`config.mk`:
```
export PLATFORM = sky130hd
export DESIGN_NAME = flash_cycle_timer
export DESIGN_NICKNAME = d
export VERILOG_FILES = /design/src/rtl/flash_cycle_timer.sv
export SDC_FILE = /design/constraint.sdc
export NUM_CORES = 1
export LEC_CHECK = 0
export CORE_MARGIN = 1
export CORE_UTILIZATION = 45
export CTS_BUF_LIST = sky130_fd_sc_hd__clkbuf_2
export CTS_CLUSTER_SIZE = 8
export DETAILED_ROUTE_END_ITERATION = 12
export DONT_BUFFER_PORTS = 1
export SLEW_MARGIN = 20
export SYNTH_ARGS = -nofsm -noshare
export SYNTH_HDL_FRONTEND = slang
export SYNTH_SLANG_ARGS = --single-unit
```
`constraint.sdc`:
```
create_clock -name MB_CLK -period 1.7 [get_ports MB_CLK]
set_input_delay 0.34 -clock MB_CLK [delete_from_list [all_inputs] [get_ports MB_CLK]]
set_output_delay 0.34 -clock MB_CLK [all_outputs]
set_load 0.05 [all_outputs]
```
`src/rtl/flash_cycle_timer.sv`:
```
// flash_cycle_timer
// Bus-cycle timing stage behind the flash address decoder. It samples the
// 68000 strobes on MB_CLK and drives per-lane FLASH_RD / FLASH_WR strobes to
// the two flash devices. Because /AS is withheld from the motherboard during
// flash cycles, it also drives the local /DTACK that ends those cycles.
// Only one access is in flight at a time.
// Optional build macro: FLASH_WR_LOCK_EN. When it is defined, writes accepted
// while WR_UNLOCK=0 still run and are acknowledged, but never pulse FLASH_WR.
module flash_cycle_timer #(
  parameter int unsigned RD_WAIT  = 3,
  parameter int unsigned WR_SETUP = 1,
  parameter int unsigned WR_PULSE = 3,
  parameter int unsigned RECOVERY = 1
) (
  input  logic       MB_CLK,
  input  logic       RESET,
  input  logic       FLASH_SEL,
  input  logic       CPU_AS,
  input  logic       RW,
  input  logic       UDS,
  input  logic       LDS,
  input  logic       WR_UNLOCK,
  output logic [1:0] FLASH_RD,
  output logic [1:0] FLASH_WR,
  output logic       CPU_DTACK,
  output logic       DTACK_OE,
  output logic       BUSY
);

  typedef enum logic [2:0] {
    ST_IDLE    = 3'd0,
    ST_SETUP   = 3'd1,
    ST_STROBE  = 3'd2,
    ST_ACK     = 3'd3,
    ST_RECOVER = 3'd4
  } state_e;

  // A cycle count of zero would never expire, so it is promoted to one.
  function automatic logic [3:0] load_value(input int unsigned cycles);
    if (cycles == 32'd0) begin
      return 4'd1;
    end else begin
      return 4'(cycles);
    end
  endfunction

  localparam logic [3:0] RD_WAIT_C  = load_value(RD_WAIT);
  localparam logic [3:0] WR_SETUP_C = load_value(WR_SETUP);
  localparam logic [3:0] WR_PULSE_C = load_value(WR_PULSE);
  localparam logic [3:0] RECOVERY_C = load_value(RECOVERY);

  state_e     state_q, state_d;
  logic [3:0] cnt_q, cnt_d;
  logic [1:0] lanes_q, lanes_d;
  logic       rw_q, rw_d;
  logic       wr_en_q, wr_en_d;

  logic [1:0] flash_rd_q, flash_rd_d;
  logic [1:0] flash_wr_q, flash_wr_d;
  logic       dtack_q, dtack_d;
  logic       busy_q, busy_d;

  logic       unlock_s;
  logic       request_s;
  logic       expired_s;

`ifdef FLASH_WR_LOCK_EN
  assign unlock_s = WR_UNLOCK;
`else
  logic unused_wr_unlock_s;
  assign unused_wr_unlock_s = WR_UNLOCK;
  assign unlock_s           = 1'b1;
`endif

  assign request_s = FLASH_SEL && !CPU_AS && (!UDS || !LDS);
  // Counter expires on one; anything at or below one counts as expired.
  assign expired_s = (cnt_q <= 4'd1);

  // Next-state logic, then registered output values derived from the next state.
  always_comb begin
    state_d = state_q;
    cnt_d   = cnt_q;
    lanes_d = lanes_q;
    rw_d    = rw_q;
    wr_en_d = wr_en_q;

    case (state_q)
      ST_IDLE: begin
        if (request_s) begin
          lanes_d = {UDS, LDS};
          rw_d    = RW;
          wr_en_d = unlock_s;
          if (RW) begin
            state_d = ST_STROBE;
            cnt_d   = RD_WAIT_C;
          end else begin
            state_d = ST_SETUP;
            cnt_d   = WR_SETUP_C;
          end
        end else begin
          state_d = ST_IDLE;
        end
      end
      ST_SETUP: begin
        if (CPU_AS) begin
          state_d = ST_RECOVER;
          cnt_d   = RECOVERY_C;
        end else if (expired_s) begin
          state_d = ST_STROBE;
          cnt_d   = WR_PULSE_C;
        end else begin
          cnt_d = cnt_q - 4'd1;
        end
      end
      ST_STROBE: begin
        if (CPU_AS) begin
          state_d = ST_RECOVER;
          cnt_d   = RECOVERY_C;
        end else if (expired_s) begin
          state_d = ST_ACK;
        end else begin
          cnt_d = cnt_q - 4'd1;
        end
      end
      ST_ACK: begin
        if (CPU_AS) begin
          state_d = ST_RECOVER;
          cnt_d   = RECOVERY_C;
        end else begin
          state_d = ST_ACK;
        end
      end
      ST_RECOVER: begin
        if (expired_s) begin
          state_d = ST_IDLE;
        end else begin
          cnt_d = cnt_q - 4'd1;
        end
      end
      default: begin
        state_d = ST_IDLE;
        cnt_d   = 4'd1;
      end
    endcase

    flash_rd_d = 2'b11;
    flash_wr_d = 2'b11;
    dtack_d    = 1'b1;
    busy_d     = (state_d != ST_IDLE);

    case (state_d)
      ST_STROBE: begin
        if (rw_d) begin
          flash_rd_d = lanes_d;
        end else if (wr_en_d) begin
          flash_wr_d = lanes_d;
        end else begin
          flash_wr_d = 2'b11;
        end
      end
      ST_ACK: begin
        dtack_d = 1'b0;
        if (rw_d) begin
          flash_rd_d = lanes_d;
        end else begin
          flash_rd_d = 2'b11;
        end
      end
      default: begin
        flash_rd_d = 2'b11;
      end
    endcase
  end

  // State, access context and output registers with synchronous reset.
  always_ff @(posedge MB_CLK) begin
    if (RESET) begin
      state_q    <= ST_IDLE;
      cnt_q      <= 4'd1;
      lanes_q    <= 2'b11;
      rw_q       <= 1'b1;
      wr_en_q    <= 1'b0;
      flash_rd_q <= 2'b11;
      flash_wr_q <= 2'b11;
      dtack_q    <= 1'b1;
      busy_q     <= 1'b0;
    end else begin
      state_q    <= state_d;
      cnt_q      <= cnt_d;
      lanes_q    <= lanes_d;
      rw_q       <= rw_d;
      wr_en_q    <= wr_en_d;
      flash_rd_q <= flash_rd_d;
      flash_wr_q <= flash_wr_d;
      dtack_q    <= dtack_d;
      busy_q     <= busy_d;
    end
  end

  assign FLASH_RD  = flash_rd_q;
  assign FLASH_WR  = flash_wr_q;
  assign CPU_DTACK = dtack_q;
  assign DTACK_OE  = busy_q;
  assign BUSY      = busy_q;

endmodule

```
==> impl_metrics.env <==
export IMPL_drive_gt1_share_pct=34.2
export IMPL_vias=821
export IMPL_min_path_type="input port to register"
export IMPL_drt_iter0_drc=22
export IMPL_vdd_drop_max_mv=0.447
export IMPL_dieWidth_um=47.0
export IMPL_yosysUniqueCellTypes=41
export IMPL_ys_ff_latch=17
export IMPL_r2r_end="cnt_q[0]"
export IMPL_tns_ps=0
export IMPL_clock_root_buffer="clkbuf_2"
export IMPL_syn_avg_cell_area_sq_um=8.83
export IMPL_cts_buffers=3
export IMPL_grt_max_degree=16
export IMPL_fill_cells=171
export IMPL_tightest_slew_ps=473
export IMPL_setup_viol=0
export IMPL_syn_num_nets=114
export IMPL_grt_ovfl_total=0
export IMPL_cts_tree="yes"
export IMPL_ff_latch_area_sq_um=348
export IMPL_r2r_start="cnt_q[0]"
export IMPL_whs_path_depth=1
export IMPL_drcViolationCount=0
export IMPL_ant_nets=0
export IMPL_p_int_w=0.000545
export IMPL_grt_pass1_wl_um=3130
export IMPL_final_cell_mix="15 x buf_4, 13 x dfxtp_1, 7 x a21oi_1"
export IMPL_rsz0062_at_grt="yes"
export IMPL_dp_hpwl_um=1410
export IMPL_firstDrtPassIters=4
export IMPL_async_flop_share_pct=0
export IMPL_htreeDepth=1
export IMPL_syn_to_final_growth_pct=20.1
export IMPL_final_util_pct=60.6
export IMPL_routed_wl_um=1930
export IMPL_rows=15
export IMPL_postSynthCellCount=103
export IMPL_layout_setup_ws_ps=45.8
export IMPL_finalCritPeriodShare_pct=97.3
export IMPL_grt_usage_pct=20.3
export IMPL_startpoint="cnt_q[0]"
export IMPL_hold_buffers=0
export IMPL_wl_per_cell_um=13.6
export IMPL_crit_required_ps=1920
export IMPL_dieArea_sq_mm=0.00221
export IMPL_clk_path_buf_depth=2
export IMPL_reg2reg_depth=9
export IMPL_clkPwrFrac_pct=24.1
export IMPL_yosys_warnings=0
export IMPL_maxCapViolCount=0
export IMPL_final_common_cell="buf_4"
export IMPL_multi_input_area_sq_um=558
export IMPL_placed_area_sq_mm=0.00103
export IMPL_port_buffers=0
export IMPL_seqPwrFrac_pct=54.9
export IMPL_grt_antenna_before_repair=0
export IMPL_place_congestion=0.882
export IMPL_syn_area_sq_um=910
export IMPL_p_switching_w=0.000234
export IMPL_worst_setup_path_type="register to register"
export IMPL_ioPinCount=15
export IMPL_leakage_nw=0.434
export IMPL_path_max_fanout=4
export IMPL_combPwrFrac_pct=20.9
export IMPL_seq_area_frac_synth_pct=37.4
export IMPL_worstSetupEndpointType="register"
export IMPL_status="finished clean"
export IMPL_insertedDiodeCount=0
export IMPL_grt_pass1_vias=722
export IMPL_die_h_um=47.0
export IMPL_max_clock_freq_mhz=605
export IMPL_clkSlewWorstSetupHoldPaths_ps=180
export IMPL_sw_frac_of_total_pct=30.0
export IMPL_cts_setup_buffers=0
export IMPL_hp_start="RESET"
export IMPL_cp_arrival_ps=1880
export IMPL_final_area_sq_mm=0.00109
export IMPL_initial_core_util_pct=50.5
export IMPL_p_per_area_mw_per_mm2=713
export IMPL_synth_edf_count=0
export IMPL_synth_ff_type="dfxtp_1"
export IMPL_hold_end="state_q[0]"
export IMPL_hold_viol=0
export IMPL_slew_violations=0
export IMPL_nets=129
export IMPL_reg2reg_setup_slack_ps=50
export IMPL_period_minus_slack_ps=1650
export IMPL_crit_path_start_kind="register"
export IMPL_coreArea_sq_mm=0.00180
export IMPL_slew_headroom_pct=68.4
export IMPL_worstSkewPairLatency_ps=300
export IMPL_finClkSkew_ps=7.93
export IMPL_clock_sinks=17
export IMPL_routed_via_density=5.78
export IMPL_pre_cts_ws_ps=-18.2
[state kept, by name, summed over array words and instances (netlist names)]
signal,cells
BUSY,1
CPU_DTACK,1
FLASH_RD,2
FLASH_WR,2
cnt_q,4
lanes_q,2
rw_q,1
state_q,3
wr_en_q,1
[per-stage QoR]
| step | power, W | std cells | hold WS, ps |
|---|---|---|---|
| after floorplan | 0.000546 | 103 | 397 |
| after global placement | 0.000585 | 138 | 412 |
| after detailed placement | 0.000587 | 138 | 414 |
| after CTS | 0.000775 | 142 | 67.6 |
| after global routing | 0.000824 | 142 | 28.8 |
| final | 0.000779 | 142 | 68.9 |
[metal layers]
layer  vias to the layer above  wire length [um]  share of wire [%]  global-route usage [%]
li1                        411                 -                  -                       -
met1                       382               987                 51                    28.8
met2                        23               836                 43                    29.4
met3                         5                82                4.2                    4.62
met4                         0                27                1.4                    8.57
met5                         -                 0                  0                       0
[cell usage after synthesis, drive strengths merged, types with 3 or more instances]
master	number	share of area [%]
dfxtp	17	37
a21oi	7	3.9
nor2	7	2.9
inv	6	2.5
nand2	6	2.5
o21ai	5	2.8
nand3	4	2.2
nor3b	4	3.3
buf	3	2.6
ha	3	4.1
nand4b	3	2.9
nor3	3	1.7
[cells by family (layout without fill, tap and decap cells)]
logic type	Yosys count	in the layout	synth area share [%]
DFF	17	17	37.4
AOI/OAI and AO/OA	27	27	20.5
and+or+nand+nor	43	43	29.7
adders and majority gates	3	3	4.13
muxes	2	2	2.34
buffers and inverters	11	25	5.91
[final cells by class]
class,count,share of cell area (%)
multi-input combinational,75,51.1
sequential,17,31.8
timing repair buffer,15,10.3
tap,25,2.86
inverter,6,2.06
clock buffer,3,1.37
clock inverter,1,0.458
[power groups by stage]
stage	clock (W)	sequential, W	combinational [W]
final	0.000188	0.000428	0.000163
after global routing	0.000218	0.000430	0.000176
after CTS	0.000194	0.000428	0.000153
after detailed placement	0	0.000436	0.000151
after global placement	0	0.000436	0.000149
after floorplan	0	0.000440	0.000106
[how the worst max path moves through the flow]
stage                     endpoint  slack, ps  cells after the start
final                     cnt_q[0]         50                      9
after detailed placement  cnt_q[0]        -20                      9
after global routing      cnt_q[0]        -40                      9
after global placement    cnt_q[0]          6                      9
after CTS                 cnt_q[0]         10                      9
after floorplan           cnt_q[0]         20                      9
[worst max-delay path, stage by stage (launching register included)]
cell and delay, ps:
dfxtp_4 400, inv_1 50, ha_2 170, or2_4 240, nand2_4 80, ha_4 200
nor2_2 130, a22o_1 130, a22oi_1 60, o31a_1 100
[what timing repair did]
item | 4_1_cts | 5_1_grt
endpoints found under the setup margin | 1 | 4
resized for setup | 2 | 10
pin swaps | 1 | 3
Note: power is estimated with default switching activity, not from simulation.
